### src/rtl/seg7_pkg.sv
// Shared types and constants for the 8-digit 7-segment scan driver.
// Latency: n/a (package only).
// Backpressure: n/a (package only).
//
// Contents:
//   seg_t    - segments g..a, active low (bit 6 = g, bit 0 = a)
//   HEX2SEG  - full hex glyph table, active low; the dp bit (bit 7) is
//              not stored here and is merged in by the scan driver
//   SEG_OFF  - cathode pattern for a dark digit
//   AN_OFF   - anode pattern with no digit selected
package seg7_pkg;

    typedef logic [6:0] seg_t;

    localparam logic [7:0] SEG_OFF = 8'hFF;
    localparam logic [7:0] AN_OFF  = 8'hFF;

    // Index = nibble value. Glyphs: 0-9, A, b, C, d, E, F.
    localparam seg_t HEX2SEG [16] = '{
        7'h40, 7'h79, 7'h24, 7'h30,
        7'h19, 7'h12, 7'h02, 7'h78,
        7'h00, 7'h10, 7'h08, 7'h03,
        7'h46, 7'h21, 7'h06, 7'h0E
    };

endpackage

### src/rtl/seg7_decode.sv
// Nibble to active-low 7-segment glyph decoder.
// Latency: combinational, 0 cycles.
// Backpressure: none; pure function of its input.
//
// Ports:
//   nibble - 4-bit hex/BCD code
//   seg    - segments g..a, active low
module seg7_decode
    import seg7_pkg::*;
(
    input  logic [3:0] nibble,
    output seg_t       seg
);

    assign seg = HEX2SEG[nibble];

endmodule

### src/rtl/seg7_scan_drv.sv
// Time-multiplexed driver for an 8-digit common-anode 7-segment display.
// Latency: outputs registered, 1 cycle after the digit index selects a slot.
// Backpressure: none; free-running display sink, inputs sampled once per frame.
//
// Ports:
//   clock, reset - system clock; asynchronous active-high reset
//   digits[31:0] - eight 4-bit codes, digit i at [4i+3:4i], digit 0 rightmost
//   dp[7:0]      - decimal point request per digit, active high
//   en[7:0]      - digit enable; 0 blanks the digit entirely
//   an[7:0]      - anode selects, active low, at most one low
//   dec_cat[7:0] - cathodes, active low: {dp, g, f, e, d, c, b, a}
//
// Build option: define SEG7_LZB_EN to enable leading-zero blanking
// (digits 7..1 that are zero with all higher digits also zero show no
// segments; anode and dp still driven; digit 0 never blanked).
module seg7_scan_drv
    import seg7_pkg::*;
#(
    parameter int CLOCK_FREQ    = 100_000_000,
    parameter int DIGIT_RATE_HZ = 8000
) (
    input  logic        clock,
    input  logic        reset,
    input  logic [31:0] digits,
    input  logic [7:0]  dp,
    input  logic [7:0]  en,
    output logic [7:0]  an,
    output logic [7:0]  dec_cat
);

    localparam int TICK_RAW = CLOCK_FREQ / DIGIT_RATE_HZ;
    localparam int TICK_DIV = (TICK_RAW < 1) ? 1 : TICK_RAW;
    localparam int CNT_W    = (TICK_DIV > 1) ? $clog2(TICK_DIV) : 1;
    localparam logic [CNT_W-1:0] CNT_MAX = CNT_W'(TICK_DIV - 1);

    logic [CNT_W-1:0] cnt;
    logic [2:0]       idx;

    // Frame shadow: the values every digit of the current frame is drawn from.
    logic [31:0] sh_digits;
    logic [7:0]  sh_dp;
    logic [7:0]  sh_en;

    logic        frame_load;
    logic [31:0] cur_digits;
    logic [7:0]  cur_dp;
    logic [7:0]  cur_en;
    logic [3:0]  cur_nib;
    seg_t        cur_seg;
    seg_t        lit_seg;

    // First cycle of a frame. The shadow loads on this edge, and the live
    // inputs are used directly so digit 0 never shows the previous frame.
    assign frame_load = (idx == 3'd0) && (cnt == '0);

    assign cur_digits = frame_load ? digits : sh_digits;
    assign cur_dp     = frame_load ? dp     : sh_dp;
    assign cur_en     = frame_load ? en     : sh_en;
    assign cur_nib    = cur_digits[{idx, 2'b00} +: 4];

    seg7_decode u_decode (
        .nibble (cur_nib),
        .seg    (cur_seg)
    );

`ifdef SEG7_LZB_EN
    logic [7:0] lzb_live;
    logic [7:0] sh_lzb;
    logic [7:0] cur_lzb;
    logic       zero_run;

    // Walk down from digit 7; a digit is blankable while every digit at or
    // above it is zero. Bit 0 stays clear so a value of zero still shows "0".
    always_comb begin
        lzb_live = '0;
        zero_run = 1'b1;
        for (int i = 7; i >= 1; i--) begin
            zero_run    = zero_run && (digits[4*i +: 4] == 4'h0);
            lzb_live[i] = zero_run;
        end
    end

    assign cur_lzb = frame_load ? lzb_live : sh_lzb;
    assign lit_seg = cur_lzb[idx] ? 7'h7F : cur_seg;

    always_ff @(posedge clock or posedge reset) begin
        if (reset) begin
            sh_lzb <= '0;
        end else if (frame_load) begin
            sh_lzb <= lzb_live;
        end
    end
`else
    assign lit_seg = cur_seg;
`endif

    // Divider and digit index.
    always_ff @(posedge clock or posedge reset) begin
        if (reset) begin
            cnt <= '0;
            idx <= 3'd0;
        end else if (cnt == CNT_MAX) begin
            cnt <= '0;
            idx <= idx + 3'd1;
        end else begin
            cnt <= cnt + CNT_W'(1);
        end
    end

    // Frame shadow registers.
    always_ff @(posedge clock or posedge reset) begin
        if (reset) begin
            sh_digits <= '0;
            sh_dp     <= '0;
            sh_en     <= '0;
        end else if (frame_load) begin
            sh_digits <= digits;
            sh_dp     <= dp;
            sh_en     <= en;
        end
    end

    // Output register; a disabled slot keeps every anode and cathode dark.
    always_ff @(posedge clock or posedge reset) begin
        if (reset) begin
            an      <= AN_OFF;
            dec_cat <= SEG_OFF;
        end else if (cur_en[idx]) begin
            an      <= ~(8'h01 << idx);
            dec_cat <= {~cur_dp[idx], lit_seg};
        end else begin
            an      <= AN_OFF;
            dec_cat <= SEG_OFF;
        end
    end

endmodule

### config.mk
export PLATFORM = sky130hd
export DESIGN_NAME = seg7_scan_drv
export DESIGN_NICKNAME = d
export VERILOG_FILES = /design/src/rtl/seg7_pkg.sv /design/src/rtl/seg7_decode.sv /design/src/rtl/seg7_scan_drv.sv
export SDC_FILE = /design/constraint.sdc
export NUM_CORES = 1
export LEC_CHECK = 0
export BUFFER_PORTS_ARGS = -buffer_cell sky130_fd_sc_hd__buf_2
export CORE_ASPECT_RATIO = 1.75
export CORE_MARGIN = 4
export CORE_UTILIZATION = 25
export DETAILED_ROUTE_END_ITERATION = 16
export PLACE_DENSITY_LB_ADDON = 0.12
export SYNTH_ARGS = -nofsm -noshare
export SYNTH_HDL_FRONTEND = slang
export SYNTH_SLANG_ARGS = --single-unit
export TNS_END_PERCENT = 10
### constraint.sdc
create_clock -name clock -period 4.8 [get_ports clock]
set_input_delay 0.48 -clock clock [delete_from_list [all_inputs] [get_ports clock]]
set_output_delay 0.48 -clock clock [all_outputs]
set_load 0.01 [all_outputs]
-- Word-level counts from Yosys, hierarchy flattened
Memory sizes are Yosys's and may differ from the RTL's.
Cells that the tools add are included.
W data, S select, Z words.
- register bits: 81
- ROM bits: 112
- input port bits: 50
- output and inout bits: 16
- logic and storage cells: 33
- memories kept: 1
- $add $sub $neg: 2
- $lt $le $gt $ge: 2
- equality and inequality tests: 1
- shift-type cells: 2
- mux-type cells: 12
- bitwise gates (word level): 3
- reductions and logical operators: 3
- memories (name ; depth ; bits a word ; rd ports ; clocked after Yosys merged registers in ; wr ports ; line ; RTL):
    (name not given) ; 16 ; 7 ; 1 ; 0 ; 0 ; seg7_decode.sv:15 ; assign seg = HEX2SEG[nibble];
- operators with widths (cell ; number):
    $mux W32 ; 1
    $mux W8 ; 4
    $shiftx A32 B6 Y4 ; 1
    $add A14 B1 Y14 const B ; 1
    $eq A14 B14 Y1 const B ; 1
    $logic_not A14 Y1 ; 1
    $mux W14 ; 1
    $mux W7 ; 2
    $not A8 Y8 ; 1
    $shl A1 B3 Y8 const A ; 1
    $bmux W1 S3 ; 2
    $ge A5 B5 Y1 const B ; 1
    $not A4 Y5 ; 1
    $lt A3 B4 Y1 const B ; 1
    $add A3 B1 Y3 const B ; 1
    $logic_not A3 Y1 ; 1
    $mux W1 ; 2
    $logic_and A1 B1 Y1 ; 1
    $not A1 Y1 ; 1

-- Logic depth before layout (Yosys ltp)
- depth in word-level cells: 9
- depth in mapped cells: 19
- depth with buffers taken out: 14

-- Cells and area by module
Synthesis repeated with hierarchy kept, for this count alone.
- cells, all modules: 384
- area, all modules: 4115.2 µm²
- modules (own cells, without submodules) (module ; instances ; cells each ; area each (µm²) ; sequential area each (µm²)):
    seg7_scan_drv ; 1 ; 352 ; 3839.9 ; 2047.0
    seg7_decode ; 1 ; 32 ; 275.3 ; 0.0

-- Least setup slack after synthesis
No wires, ideal clock.
- path kind: reg2reg
- start point: register idx[0]
- end point: register dec_cat[5]
- library setup time: 0.088 ns
- arrival: 3.433 ns
- data required time: 4.712 ns
- path slack: 1.279 ns
- stages on the path, launching flop included: 16
- path buffers: 4
- clock period less this slack: 3.521 ns
- path through: dfrtp_1 -> clkbuf_1 -> inv_1 -> clkbuf_1 -> ha_1 -> nor4bb_4 -> nand4_2 -> buf_6 -> buf_6 -> mux4_2 -> a22oi_1 -> nand3_2 -> ha_1 -> mux2_1 -> nand2_1 -> o211ai_1
- word-level cells in the longest chain between the ends: 9
- elaborated cells between the ends (all ways): 12
- classes of those cells: 1 x shift; 7 x mux; 1 x bitwise; 2 x reduce/logical; 1 x memory
- RTL lines (what ; line ; RTL):
    start: declaration ; seg7_scan_drv.sv:37 ; logic [2:0] idx;
    start signal: assignment ; seg7_scan_drv.sv:104 ; idx <= idx + 3'd1;
    $logic_not A3 Y1 ; seg7_scan_drv.sv:54 ; assign frame_load = (idx == 3'd0) && (cnt == '0);
    $logic_and A1 B1 Y1 ; seg7_scan_drv.sv:54 ;
    $mux W32 ; -- ;
    $shiftx A32 B6 Y4 ; seg7_scan_drv.sv:59 ; assign cur_nib = cur_digits[{idx, 2'b00} +: 4];
    $not A4 Y5 (not written as such) ; seg7_decode.sv:15 ;
    $mem_v2 Z16 W7 ; -- ;
    $mux W7 (not written as such) (2 in a row) ; seg7_decode.sv:15 ;
    $mux W8 (*) ; seg7_scan_drv.sv:128 ; end else if (cur_en[idx]) begin
    end signal: assignment ; seg7_scan_drv.sv:130 ; dec_cat <= {~cur_dp[idx], lit_seg};
    end: declaration ; seg7_scan_drv.sv:28 ; output logic [7:0] dec_cat
Mark *: on every way between the ends. The rest lies on a longest branch, timed or not. The select of a mux whose other input is x is not followed.
A chain may end at the register's enable or synchronous reset.

-- Final worst setup path
- start point: register idx[0]
- end point: register dec_cat[6]
The elaborated chain is that of the path after synthesis.

==> flow_summary.yaml <==
power:
  p_leak_nw: 2.27
  vdd_ir_drop_max_mv: 0.153
  power_density_nw_per_um2: 312
sta:
  skew_ps: 6.74
  slew_headroom_pct: 46.3
  rsz0062_at_grt: "false"
  period_share_pct: 80.3
  hold_viol: 0
  drv_slew: 0
  tightest_slew_ps: 795
  min_period_ps: 3850
  tns_ps: 0
  max_freq_ghz: 0.259
  setup_viol_count_final: 0
detailed_routing:
  wl_per_cell_um: 15.6
  ant_nets: 0
  wl_met1_mm: 4.20
  wl_met3_um: 284
  routed_wl_mm: 10.1
  highest_layer: "met4"
  vias: 2861
  drtPass1Iterations: 4
  remaining_drc_errors: 0
  drt_iter0_markers: 95
  wl_met2_mm: 5.38
  viasPerCell: 4.44
worst_setup_path:
  startpoint_type: "register"
  path_class: "register to register"
  crit_required_ps: 5030
  arrival_ps: 4080
  crit_fanout: 14
  worst_setup_path_end_kind: "register"
die:
  core_area_sq_um: 15800
  dieArea_sq_um: 18200
  fp-row-count: 61
  fp.dieW_um: 104
  die_h_um: 175
  initial_core_util_pct: 25.3
  ios: 66
global_route:
  grtUsageTotal_pct: 11.4
  antenna_found_initial: 0
  grt_max_degree: 51
  grt_pass1_vias: 3030
  grt-ovfl-total: 0
  grt_first_pass_wirelength_mm: 16.2
clock_tree:
  clock_latency_ps: 330
  path_clk_slew_ps: 60
  cts_resized: 0
  clock-sinks: 81
  post-cts-setup-buffers: 0
  clockRootBuffer: "clkbuf_16"
  numCtsBuffers: 9
  clock_path_buffers: 2
  cts_tree: "built"
  ctsHtreeMaxLevel: 3
  ctsHoldBuffers: 0
synth:
  syn-num-nets: 445
  synthDistinctLibCells: 52
  syn_area_per_cell_sq_um: 10.5
  seq_area_frac_synth_pct: 51.2
  ys_warn_count: 0
  syn-cell-area_sq_um: 4000
  syn_inst: 381
  ys_ff_latch: 81
cells_and_area:
  layout-drive-gt1-share_pct: 31.6
  syn2layout_area_growth_pct: 20.7
  antennaDiodeCount: 0
  fin_nets: 515
  stdcell_area_sq_um: 4830
placement:
  dpl.hpwl_mm: 7.57
  dpl_cell_area_sq_um: 4540
  io_buffers: 65
  globalplace.congestion: 0.790
job:
  maxCapViolCount: 0
run_status:
  status: "finished, final reports clean"
min_path:
  worstHoldPathType: "primary input to async pin"
## flip-flops by register name (all words and copies together), names as in the netlist
name	cells
sh_en	8
dec_cat	8
cnt	14
an	8
idx	3
sh_digits	32
sh_dp	8
## critical path: stages (launching register included)
cell      delay (ps)
dfrtp_1          380
inv_1             50
buf_4            210
ha_1             230
nor4bb_4         250
and4_1           670
buf_4            280
mux4_2           490
nand3_1           90
nand3_1          420
mux2_1           500
nand2_1           80
o311ai_2         100
## power breakdown
| part | internal, W | switching (W) | total [W] |
|---|---|---|---|
| Sequential | 0.000713 | 0.00000842 | 0.000722 |
| Combinational | 0.0000475 | 0.0000592 | 0.000107 |
| Clock | 0.000416 | 0.000263 | 0.000680 |
## logic make-up after synthesis
logic type,synth area share (%)
simple gates,20.6
mux,11.0
compound gates,5.75
flops,51.2
buf+inv,4.22
xor+xnor,2.85
fa+ha+maj,4.38
## path summary, 6_finish.rpt
| path | slack, ps | cells after the start | start | end |
|---|---|---|---|---|
| setup / recovery | 950 | 12 | idx[0] | dec_cat[6] |
| hold / removal | 170 | 2 | reset | cnt[4] |
| setup reg to reg | 950 | 12 | idx[0] | dec_cat[6] |
| hold reg to reg | 470 | 2 | sh_digits[3] | sh_digits[3] |
| max in group asynchronous | 3550 | 3 | reset | sh_digits[18] |
| min in group clock | 340 | 3 | digits[30] | sh_digits[30] |
## through the flow
stage	util [%]	power [W]	worst slack, ps	instances	hold slack, ps
floorplan	-	0.000796	1280	381	433
global placement	28.7	0.000844	1020	629	454
global route	30.6	0.00157	703	645	229
finish	30.6	0.00151	946	645	174
CTS	30.6	0.00154	923	645	200
detailed placement	28.7	0.000845	936	629	456
## placed cells by master (no fill, tap or decap), drive strengths merged, types with 3 or more instances in the layout
cell type,synthesis,layout
xor2,8,8
nor2,25,25
a21oi,3,3
buf,10,79
nand2b,4,4
nand2,124,124
mux2i,4,4
and3,3,3
xnor2,5,5
nand3,14,14
o211ai,5,5
mux2,19,19
dfrtp,65,65
a22oi,3,3
dfstp,16,16
ha,14,14
clkbuf,10,13
mux4,8,8
inv,10,9
clkinv,0,3
## per-layer routing
layer	track usage (%)	vias to the layer above
met5	0	-
met4	4.94	0
met3	2.13	14
met2	20.6	48
met1	13.1	1389
li1	-	1410
## synthesized netlist by cell type (all sizes together)
master   count  share of area, %
o221ai       2              0.59
a21o         2              0.38
and3         3              0.47
nor3         2              0.38
inv         10              0.94
o22ai        2              0.31
nand2      124                12
nor4         2              0.84
or3          1              0.16
mux4         8               4.5
mux2        19               5.5
nand3       14               2.0
a311oi       1              0.22
nand4        2              0.47
o2bb2ai      1              0.22
nand2b       4              0.63
dfrtp       65                41
clkbuf      10              0.94
nor2b        1              0.16
a22oi        3              0.56
buf         10               2.3
a21oi        3              0.38
o41ai        2              0.63
a221oi       1              0.22
mux2i        4               1.0
dfstp       16                11
nor2        25               2.3
nor4bb       1              0.63
o21ai        2              0.25
and4         1              0.22
or4          2              0.38
xnor2        5               1.1
o2111ai      2              0.44
o211ai       5              0.94
o311ai       2              0.63
or2          2              0.31
xor2         8               1.8
ha          14               4.4
## final cells by class
cell class / count / area [sq um]
inverters: 10 / 38.8
well taps: 189 / 236
fillers: 1637 / 11000
clock inverters: 3 / 40.0
repair buffers: 79 / 430
flip-flops and latches: 81 / 2050
multi-input cells: 270 / 1790
clock buffers: 13 / 250
No activity file was read; power rests on OpenSTA's default activity.
